--- config.mk ---
export PLATFORM = sky130hd
export DESIGN_NAME = zf_slave_settings_flat
export DESIGN_NICKNAME = d
export VERILOG_FILES = /design/src/rtl/zf_slave_settings_if.sv /design/src/rtl/zf_slave_settings.sv /design/src/flat_wrapper.sv
export SDC_FILE = /design/constraint.sdc
export NUM_CORES = 1
export LEC_CHECK = 0
export CAP_MARGIN = 15
export CELL_PAD_IN_SITES_DETAIL_PLACEMENT = 0
export CELL_PAD_IN_SITES_GLOBAL_PLACEMENT = 2
export CORE_MARGIN = 3
export CORE_UTILIZATION = 32
export DETAILED_ROUTE_END_ITERATION = 7
export GPL_ROUTABILITY_DRIVEN = 0
export PLACE_DENSITY = 0.89
export SYNTH_ARGS = -nofsm -noshare
export SYNTH_HDL_FRONTEND = slang
export SYNTH_SLANG_ARGS = --single-unit
--- constraint.sdc ---
create_clock -name clk -period 3.5 [get_ports clk]
set_input_delay 0.35 -clock clk [delete_from_list [all_inputs] [get_ports clk]]
set_output_delay 0.35 -clock clk [all_outputs]
set_load 0.05 [all_outputs]
--- src/rtl/zf_slave_settings_if.sv ---
`default_nettype none
// ============================================================================
//  Module   : zf_slave_settings_if
//  Purpose  : AXI4-Lite write-channel bundle (AW, W, B) for the control slave.
//  Revision : 1.0 - initial release
// ============================================================================
interface zf_slave_settings_if;
    logic [31:0] AXI_AWADDR;
    logic        AXI_AWVALID;
    logic        AXI_AWREADY;
    logic [31:0] AXI_WDATA;
    logic [3:0]  AXI_WSTRB;
    logic        AXI_WVALID;
    logic        AXI_WREADY;
    logic [1:0]  AXI_BRESP;
    logic        AXI_BVALID;
    logic        AXI_BREADY;

    modport master (
        output AXI_AWADDR, AXI_AWVALID,
        input  AXI_AWREADY,
        output AXI_WDATA, AXI_WSTRB, AXI_WVALID,
        input  AXI_WREADY,
        input  AXI_BRESP, AXI_BVALID,
        output AXI_BREADY
    );

    modport slave (
        input  AXI_AWADDR, AXI_AWVALID,
        output AXI_AWREADY,
        input  AXI_WDATA, AXI_WSTRB, AXI_WVALID,
        output AXI_WREADY,
        output AXI_BRESP, AXI_BVALID,
        input  AXI_BREADY
    );
endinterface
`default_nettype wire

--- src/rtl/zf_slave_settings.sv ---
`default_nettype none
// ============================================================================
//  Module   : zf_slave_settings
//  Purpose  : AXI4-Lite write slave that turns decoded writes into single-cycle
//             settings-bus strobes for the FIFO configuration registers.
//  Revision : 1.0 - initial release
// ============================================================================
module zf_slave_settings #(
    parameter logic [31:0] CONFIG_BASE = 32'h40000000,
    parameter int          SR_AWIDTH   = 8
) (
    input  wire logic                 clk,
    input  wire logic                 rst_n,
    zf_slave_settings_if.slave        axi,
    output logic                      set_stb,
    output logic [SR_AWIDTH-1:0]      set_addr,
    output logic [31:0]               set_data,
    output logic [31:0]               debug
);

    localparam logic [3:0]  c_STATE_COLLECT = 4'd0;
    localparam logic [3:0]  c_STATE_WRITE   = 4'd1;
    localparam logic [3:0]  c_STATE_RESP    = 4'd2;

    localparam logic [1:0]  c_RESP_OKAY   = 2'b00;
    localparam logic [1:0]  c_RESP_SLVERR = 2'b10;
    localparam logic [1:0]  c_RESP_DECERR = 2'b11;

    // One bit wider than the offset so very wide windows cannot overflow.
    localparam logic [32:0] c_WINDOW = 33'd4 << SR_AWIDTH;

    logic [3:0]           r_state;
    logic [3:0]           w_next_state;
    logic                 r_aw_got;
    logic                 r_w_got;
    logic [31:0]          r_offset;
    logic [31:0]          r_wdata;
    logic [3:0]           r_wstrb;
    logic [1:0]           r_resp;
    logic [SR_AWIDTH-1:0] r_set_addr;
    logic [31:0]          r_set_data;
    logic [15:0]          r_wr_count;
    logic [7:0]           r_err_count;

    logic                 w_awready;
    logic                 w_wready;
    logic                 w_bvalid;
    logic                 w_set_stb;
    logic                 w_aw_hs;
    logic                 w_w_hs;
    logic                 w_both;
    logic [31:0]          w_aw_offset;
    logic [31:0]          w_offset;
    logic [31:0]          w_wdata;
    logic [3:0]           w_wstrb;
    logic [1:0]           w_code;

    assign w_aw_hs     = axi.AXI_AWVALID && w_awready;
    assign w_w_hs      = axi.AXI_WVALID && w_wready;
    assign w_aw_offset = axi.AXI_AWADDR - CONFIG_BASE;

    // Beats landing this edge are merged with those already held so the
    // response can be decided on the same edge the second beat arrives.
    assign w_offset = w_aw_hs ? w_aw_offset     : r_offset;
    assign w_wdata  = w_w_hs  ? axi.AXI_WDATA   : r_wdata;
    assign w_wstrb  = w_w_hs  ? axi.AXI_WSTRB   : r_wstrb;
    assign w_both   = (r_aw_got || w_aw_hs) && (r_w_got || w_w_hs);

    always_comb begin
        w_code = c_RESP_OKAY;
        if ({1'b0, w_offset} >= c_WINDOW) begin
            w_code = c_RESP_DECERR;
        end else if ((w_offset[1:0] != 2'b00) || (w_wstrb != 4'hF)) begin
            w_code = c_RESP_SLVERR;
        end
    end

    always_ff @(posedge clk or negedge rst_n) begin
        if (!rst_n) begin
            r_state <= c_STATE_COLLECT;
        end else begin
            r_state <= w_next_state;
        end
    end

    always_comb begin
        w_next_state = c_STATE_COLLECT;
        case (r_state)
            c_STATE_COLLECT: w_next_state = w_both ? c_STATE_WRITE : c_STATE_COLLECT;
            c_STATE_WRITE:   w_next_state = c_STATE_RESP;
            c_STATE_RESP:    w_next_state = axi.AXI_BREADY ? c_STATE_COLLECT : c_STATE_RESP;
            default:         w_next_state = c_STATE_COLLECT;
        endcase
    end

    always_comb begin
        w_awready = 1'b0;
        w_wready  = 1'b0;
        w_bvalid  = 1'b0;
        w_set_stb = 1'b0;
        case (r_state)
            c_STATE_COLLECT: begin
                w_awready = !r_aw_got;
                w_wready  = !r_w_got;
            end
            c_STATE_WRITE:   w_set_stb = (r_resp == c_RESP_OKAY);
            c_STATE_RESP:    w_bvalid  = 1'b1;
            default: ;
        endcase
    end

    always_ff @(posedge clk or negedge rst_n) begin
        if (!rst_n) begin
            r_aw_got    <= 1'b0;
            r_w_got     <= 1'b0;
            r_offset    <= 32'd0;
            r_wdata     <= 32'd0;
            r_wstrb     <= 4'd0;
            r_resp      <= c_RESP_OKAY;
            r_set_addr  <= '0;
            r_set_data  <= 32'd0;
            r_wr_count  <= 16'd0;
            r_err_count <= 8'd0;
        end else begin
            case (r_state)
                c_STATE_COLLECT: begin
                    if (w_aw_hs) begin
                        r_aw_got <= 1'b1;
                        r_offset <= w_aw_offset;
                    end
                    if (w_w_hs) begin
                        r_w_got <= 1'b1;
                        r_wdata <= axi.AXI_WDATA;
                        r_wstrb <= axi.AXI_WSTRB;
                    end
                    // Rejected writes leave the settings bus showing the last good write.
                    if (w_both) begin
                        r_resp <= w_code;
                        if (w_code == c_RESP_OKAY) begin
                            r_set_addr <= w_offset[SR_AWIDTH+1:2];
                            r_set_data <= w_wdata;
                        end
                    end
                end
                c_STATE_WRITE: begin
                    if (r_resp == c_RESP_OKAY) begin
                        r_wr_count <= r_wr_count + 16'd1;
                    end else if (r_err_count != 8'hFF) begin
                        r_err_count <= r_err_count + 8'd1;
                    end
                end
                c_STATE_RESP: begin
                    if (axi.AXI_BREADY) begin
                        r_aw_got <= 1'b0;
                        r_w_got  <= 1'b0;
                    end
                end
                default: begin
                    r_aw_got <= 1'b0;
                    r_w_got  <= 1'b0;
                end
            endcase
        end
    end

    assign axi.AXI_AWREADY = w_awready;
    assign axi.AXI_WREADY  = w_wready;
    assign axi.AXI_BVALID  = w_bvalid;
    assign axi.AXI_BRESP   = w_bvalid ? r_resp : c_RESP_OKAY;

    assign set_stb  = w_set_stb;
    assign set_addr = r_set_addr;
    assign set_data = r_set_data;
    assign debug    = {r_wr_count, r_err_count, 2'b00, r_w_got, r_aw_got, r_state};

endmodule
`default_nettype wire

--- src/flat_wrapper.sv ---
// flat-port wrapper written by rule: the top's interface ports become plain ports
module zf_slave_settings_flat 
#(
    parameter logic [31:0] CONFIG_BASE = 32'h40000000,
    parameter int          SR_AWIDTH   = 8
)
  (clk, rst_n, set_stb, set_addr, set_data, debug, axi_AXI_AWADDR, axi_AXI_AWVALID, axi_AXI_AWREADY, axi_AXI_WDATA, axi_AXI_WSTRB, axi_AXI_WVALID, axi_AXI_WREADY, axi_AXI_BRESP, axi_AXI_BVALID, axi_AXI_BREADY);
  zf_slave_settings_if axi_i ();
  input  wire logic clk;
  input  wire logic rst_n;
  output logic set_stb;
  output logic [SR_AWIDTH-1:0] set_addr;
  output logic [31:0] set_data;
  output logic [31:0] debug;
  input wire logic [$bits(axi_i.AXI_AWADDR)-1:0] axi_AXI_AWADDR;
  input wire logic [$bits(axi_i.AXI_AWVALID)-1:0] axi_AXI_AWVALID;
  output wire logic [$bits(axi_i.AXI_AWREADY)-1:0] axi_AXI_AWREADY;
  input wire logic [$bits(axi_i.AXI_WDATA)-1:0] axi_AXI_WDATA;
  input wire logic [$bits(axi_i.AXI_WSTRB)-1:0] axi_AXI_WSTRB;
  input wire logic [$bits(axi_i.AXI_WVALID)-1:0] axi_AXI_WVALID;
  output wire logic [$bits(axi_i.AXI_WREADY)-1:0] axi_AXI_WREADY;
  output wire logic [$bits(axi_i.AXI_BRESP)-1:0] axi_AXI_BRESP;
  output wire logic [$bits(axi_i.AXI_BVALID)-1:0] axi_AXI_BVALID;
  input wire logic [$bits(axi_i.AXI_BREADY)-1:0] axi_AXI_BREADY;
  assign axi_i.AXI_AWADDR = axi_AXI_AWADDR;
  assign axi_i.AXI_AWVALID = axi_AXI_AWVALID;
  assign axi_AXI_AWREADY = axi_i.AXI_AWREADY;
  assign axi_i.AXI_WDATA = axi_AXI_WDATA;
  assign axi_i.AXI_WSTRB = axi_AXI_WSTRB;
  assign axi_i.AXI_WVALID = axi_AXI_WVALID;
  assign axi_AXI_WREADY = axi_i.AXI_WREADY;
  assign axi_AXI_BRESP = axi_i.AXI_BRESP;
  assign axi_AXI_BVALID = axi_i.AXI_BVALID;
  assign axi_i.AXI_BREADY = axi_AXI_BREADY;
  zf_slave_settings #(.CONFIG_BASE(CONFIG_BASE), .SR_AWIDTH(SR_AWIDTH)) u_core (.clk(clk), .rst_n(rst_n), .axi(axi_i), .set_stb(set_stb), .set_addr(set_addr), .set_data(set_data), .debug(debug));
endmodule
* Yosys cells after proc, flatten, opt, wreduce, memory -nomap -nowiden *
Cells that the tools add are included.

operators by class
  $lt $le $gt $ge = 1
  reduce and logical (&&, ||, !) cells = 18
  mux-type cells = 18
  add/sub/neg operators = 3
  equal/unequal tests = 7
  bitwise logic cells = 2

operator list
  cell                                                    count
  2-to-1 mux 32 bit                                       2
  >= comparator 32 x 11 -> 1 bit (second input constant)  1
  subtractor 32 x 31 -> 32 bit (second input constant)    1
  adder 16 x 1 -> 16 bit (second input constant)          1
  case mux 4 bit (3 select lines)                         1
  AND reduction 3 bit                                     4
  adder 8 x 1 -> 8 bit (second input constant)            1
  2-to-1 mux 1 bit                                        8
  2-to-1 mux 2 bit                                        4
  != test 8 bit (second input constant)                   1
  case mux 1 bit (3 select lines)                         2
  == test 4 x 1 -> 1 bit (second input constant)          1
  == test 4 x 2 -> 1 bit (second input constant)          1
  logical NOT 2 bit                                       2
  logical NOT 4 bit                                       1
  2-to-1 mux 4 bit                                        1
  != test 2 x 1 -> 1 bit (second input constant)          2
  != test 4 bit (second input constant)                   1
  AND reduction 2 bit                                     2
  logical AND 1 bit                                       3
  logical OR 1 bit                                        3
  logical NOT 1 bit                                       2
  != test 2 bit (second input constant)                   1
  inverter 1 bit                                          2
  nonzero test 2 bit                                      1

word-level totals
  output and inout port bits = 78
  input bits = 73
  bits in registers = 140

* Depth between registers and ports, before layout *
  depth in word-level cells = 10
  mapped depth = 8
  mapped depth without buffers = 6

* Worst setup path after synthesis *
No wires, ideal clock.

  path kind = flip-flop to flip-flop
  start point = register u_core.r_state[0]
  end point = register u_core.r_wr_count[14]
  cell stages (with the launch flop) = 7
  setup time = 0.141 ns
  data arrival time = 2.955 ns
  setup slack = 0.404 ns
  cell sequence = dfrtp_1 > buf_2 > nor4b_2 > nand4_1 > nor2_1 > nand3_1 > xnor2_1

between the ends
  cells in the longest elaborated chain, start to end = 2

RTL lines
  what                           RTL line                  source
  start: declaration             zf_slave_settings.sv:32   logic [3:0] r_state;
  start signal: assignment       zf_slave_settings.sv:80   r_state <= c_STATE_COLLECT;
  start signal: assignment       zf_slave_settings.sv:82   r_state <= w_next_state;
  == test 4 x 1 -> 1 bit         zf_slave_settings.sv:125  case (r_state)
  AND reduction 2 bit (no line)  n/a
  end signal: assignment         zf_slave_settings.sv:147  r_wr_count <= r_wr_count + 16'd1;
  end: declaration               zf_slave_settings.sv:42   logic [15:0] r_wr_count;

Every way passes these cells.
A chain may end at the register's enable or synchronous reset.

* Final worst setup path *
  start point = register u_core.r_state[1]
  end point = register u_core.r_set_data[19] (netlist: u_core.set_data[19])

between the ends
  cells in the longest elaborated chain, start to end = 10
  elaborated cells between the ends (all ways) = 19
  those cells by class = order compare (1); eq/ne (1); mux (7); reduce/logical (10)

RTL lines
  what                                                                                    RTL line                                            source
  logical NOT 4 bit (*)                                                                   zf_slave_settings.sv:101, zf_slave_settings.sv:125
  parallel branches: the longest is 9 deep, another holds >= comparator 32 x 11 -> 1 bit  n/a
  end signal: assignment                                                                  zf_slave_settings.sv:141                            r_set_data <= w_wdata;
  end: declaration                                                                        zf_slave_settings.sv:41                             logic [31:0] r_set_data;

Every way passes the cells marked *.

==> results.toml <==
[synth]
synth_sequential_area_ratio = 0.599
syn-cell-area_um2 = 5770
synth_async_sr_flop_share = 1.00
synthFlopType = "sky130_fd_sc_hd__dfrtp_1"
post_synth.cell_area_avg_um2 = 13.1
synth_enable_flop_cells = 0
synth.ff_latch_count = 138
synth.top_cells.by_area = "sky130_fd_sc_hd__dfrtp_1 60%, sky130_fd_sc_hd__mux2_4 10%, sky130_fd_sc_hd__mux2_2 7.6%"
synthesis.instances = 441
yosysWarnings = 0
yosysTopAreaCellShare = 0.599
synth_top_cell_by_area = "sky130_fd_sc_hd__dfrtp_1"
synth.lib_cells_used.distinct = 41

[clock_network]
cts.sink_count = 138
clock_tree.htree_level_count = 4
hold_buffers = 0
cts_resized = 0
maximum_count_of_clock_buffers_along_a_single_path = 2
cts_inserted_buffers = 17
cts_post_setup_buffers_inserted = 0
clock-root-buffer = "sky130_fd_sc_hd__clkbuf_16"
clock_insertion_delay_worst_skew_ns = 0.41
clk_pin_slew_worst_paths_ns = 0.06
tritoncts = "built"

[grt]
grt_antenna_before_repair = 1
grt_remaining_overflow = 0
vias_in_the_first_global_route = 4133
grt.total_usage = 0.135
grt_pass1_wl_um = 21300
grt_start_max_net_pins = 108

[cells_and_area]
final-seq-area_um2 = 3450
design.final.nets = 671
antenna_cells_inserted = 0
layout_commonest_cell = "sky130_fd_sc_hd__clkdlybuf4s50_1"
layout.filler_cells = 1551
multi_input_comb_area_um2 = 2170
final_layout_size_suffix_gt1_frac = 0.207
area_delta_synth_final_pct = 39.7
mostFrequentLayoutCells = "145 x sky130_fd_sc_hd__clkdlybuf4s50_1, 138 x sky130_fd_sc_hd__dfrtp_1, 96 x sky130_fd_sc_hd__nand2_1, 40 x sky130_fd_sc_hd__mux2_4, 39 x sky130_fd_sc_hd__mux2_2"

[sta]
rsz0062_at_grt = "false"
period_share = 0.795
hold_viol_final = 0
fmaxAchievable_ghz = 0.359
period_minus_slack_ns = 2.78
final_layout_worst_hold_slack_ns = 0.0638
total_count_of_max_transition_violations_in_the_final_report = 0
final_critical_path_setup_slack_ns = 0.717
worst_pin_slew_ns = 0.960
tns_ns = 0
worst_slew_margin_rel = 0.360
setup_skew_ns = 0.00624
finalSetupViolCount = 0

[setup_path]
r2r_setup_slack_ns = 0.72
timing.critical_path.fanout_max = 41
setup.worst_path.start_class = "flop"
r2r_end = "u_core.set_data[19]$_DFFE_PN0P_"
cp_data_required_time_ns = 3.80
worstSetupPathType = "reg2reg"
worstPathArrival_ns = 3.08
setup.worst_path.end_class = "flop"
worstRegToRegCells = 6
reg2reg_from = "u_core.r_state[1]$_DFF_PN0_"

[power]
total_power_after_layout_mw = 5.56
power.leakage_nw = 3.62
powerDensity_nw_per_um2 = 690
vdd_drop_max_v = 0.000439

[die]
ios = 151
dieWidth_um = 140
floorplan.initialDensity = 0.330
placement_rows = 48
dieHeight_um = 140
design.core.area_um2 = 17500
die_area_um2 = 19700

[routing]
total_wirelength_of_the_detailed_routed_design_um = 12900
detail_route.drc_violations = 0
route.antenna.remaining_nets = 0
detail_route.first_pass.iterations = 4
routed_length_per_placed_instance_um = 15.5
drt_iter0_drc = 180
dr_total_vias = 3816
avgViaCountPerCell = 4.58

[placement]
dp_worst_setup_slack_ns = 0.455
post_detail_place_hpwl_um = 9060
port_buffers = 146

[run_status]
result_of_the_run = "completed"

[job]
maxCapViolCount = 0

[hold_path]
hold_class = "in2async"
per-stage QoR:
stage / instances / util / instance area [µm²]
2_1_floorplan: 444 / - / 5780
3_3_place_gp: 802 / 0.426 / 7450
3_5_place_dp: 802 / 0.426 / 7450
4_1_cts: 834 / 0.461 / 8060
5_1_grt: 834 / 0.461 / 8060
6_report: 834 / 0.461 / 8060
layout make-up:
class / instances / area share
sequential: 138 / 0.428
multi-input combinational: 282 / 0.269
timing repair buffer: 155 / 0.191
clock buffer: 25 / 0.0615
tap: 225 / 0.0349
clock inverter: 7 / 0.0140
inverter: 2 / 0.000931
critical path, stage by stage (launching register included):
cell and delay, ns:
sky130_fd_sc_hd__dfrtp_1 0.55, sky130_fd_sc_hd__nor4b_4 0.42, sky130_fd_sc_hd__buf_4 0.33, sky130_fd_sc_hd__nand4_2 0.18, sky130_fd_sc_hd__a2111oi_4 0.44, sky130_fd_sc_hd__buf_12 0.31, sky130_fd_sc_hd__mux2_4 0.34
kinds of logic (layout without fill, tap and decap cells):
| family | after synthesis | after routing | share of synthesized area |
|---|---|---|---|
| compound gates | 12 | 12 | 0.0184 |
| xor+xnor | 23 | 23 | 0.0349 |
| fa+ha+maj | 2 | 2 | 0.00434 |
| buf+inv | 24 | 189 | 0.0278 |
| flops | 138 | 138 | 0.599 |
| mux | 79 | 79 | 0.180 |
| other cells | 1 | 4 | 0.000650 |
| simple gates | 162 | 162 | 0.135 |
Yosys cell counts, drive strengths merged (2+ instances only):
cell type / number
a22o: 2
and2: 3
and3: 4
buf: 15
clkbuf: 7
dfrtp: 138
ha: 2
inv: 2
mux2: 79
nand2: 96
nand3: 8
nand3b: 2
nand4: 8
nor2: 17
nor2b: 2
nor3: 8
nor4: 4
nor4b: 3
o21ai: 4
or2: 2
or4: 2
xnor2: 13
xor2: 10
sequential cells by signal, summed over array words and instances (netlist names):
register	cells
u_core.set_data	32
u_core.r_wr_count	16
u_core.r_wdata	32
u_core.r_resp	2
u_core.r_aw_got	1
u_core.r_err_count	8
u_core.r_offset	32
u_core.r_w_got	1
u_core.set_addr	8
u_core.r_wstrb	4
u_core.r_state	2
metal layers:
layer | vias to the layer above | GRT usage | share of wire
li1 | 1795 | - | -
met1 | 1899 | 0.175 | 0.44
met2 | 104 | 0.211 | 0.48
met3 | 16 | 0.0533 | 0.071
met4 | 2 | 0.0398 | 0.011
met5 | - | 0 | 0.0010
how the worst max path moves through the flow:
stage	start	end	slack, ns
finish	u_core.r_state[1]$_DFF_PN0_	u_core.set_data[19]$_DFFE_PN0P_	0.72
global placement	axi_AXI_AWVALID	u_core.set_data[16]$_DFFE_PN0P_	0.53
global route	u_core.r_state[1]$_DFF_PN0_	u_core.set_data[16]$_DFFE_PN0P_	0.55
detailed placement	axi_AXI_AWVALID	u_core.set_data[16]$_DFFE_PN0P_	0.45
CTS	u_core.r_state[1]$_DFF_PN0_	u_core.set_data[16]$_DFFE_PN0P_	0.67
floorplan	u_core.r_state[0]$_DFF_PN0_	u_core.r_wr_count[14]$_DFFE_PN0P_	0.40
power by group:
| part | switching (mW) | internal (mW) |
|---|---|---|
| sequential | 0.240 | 2.04 |
| clock | 0.645 | 1.19 |
| combinational | 0.801 | 0.644 |
| total | 1.69 | 3.87 |
Note: power is estimated with default switching activity, not from simulation.
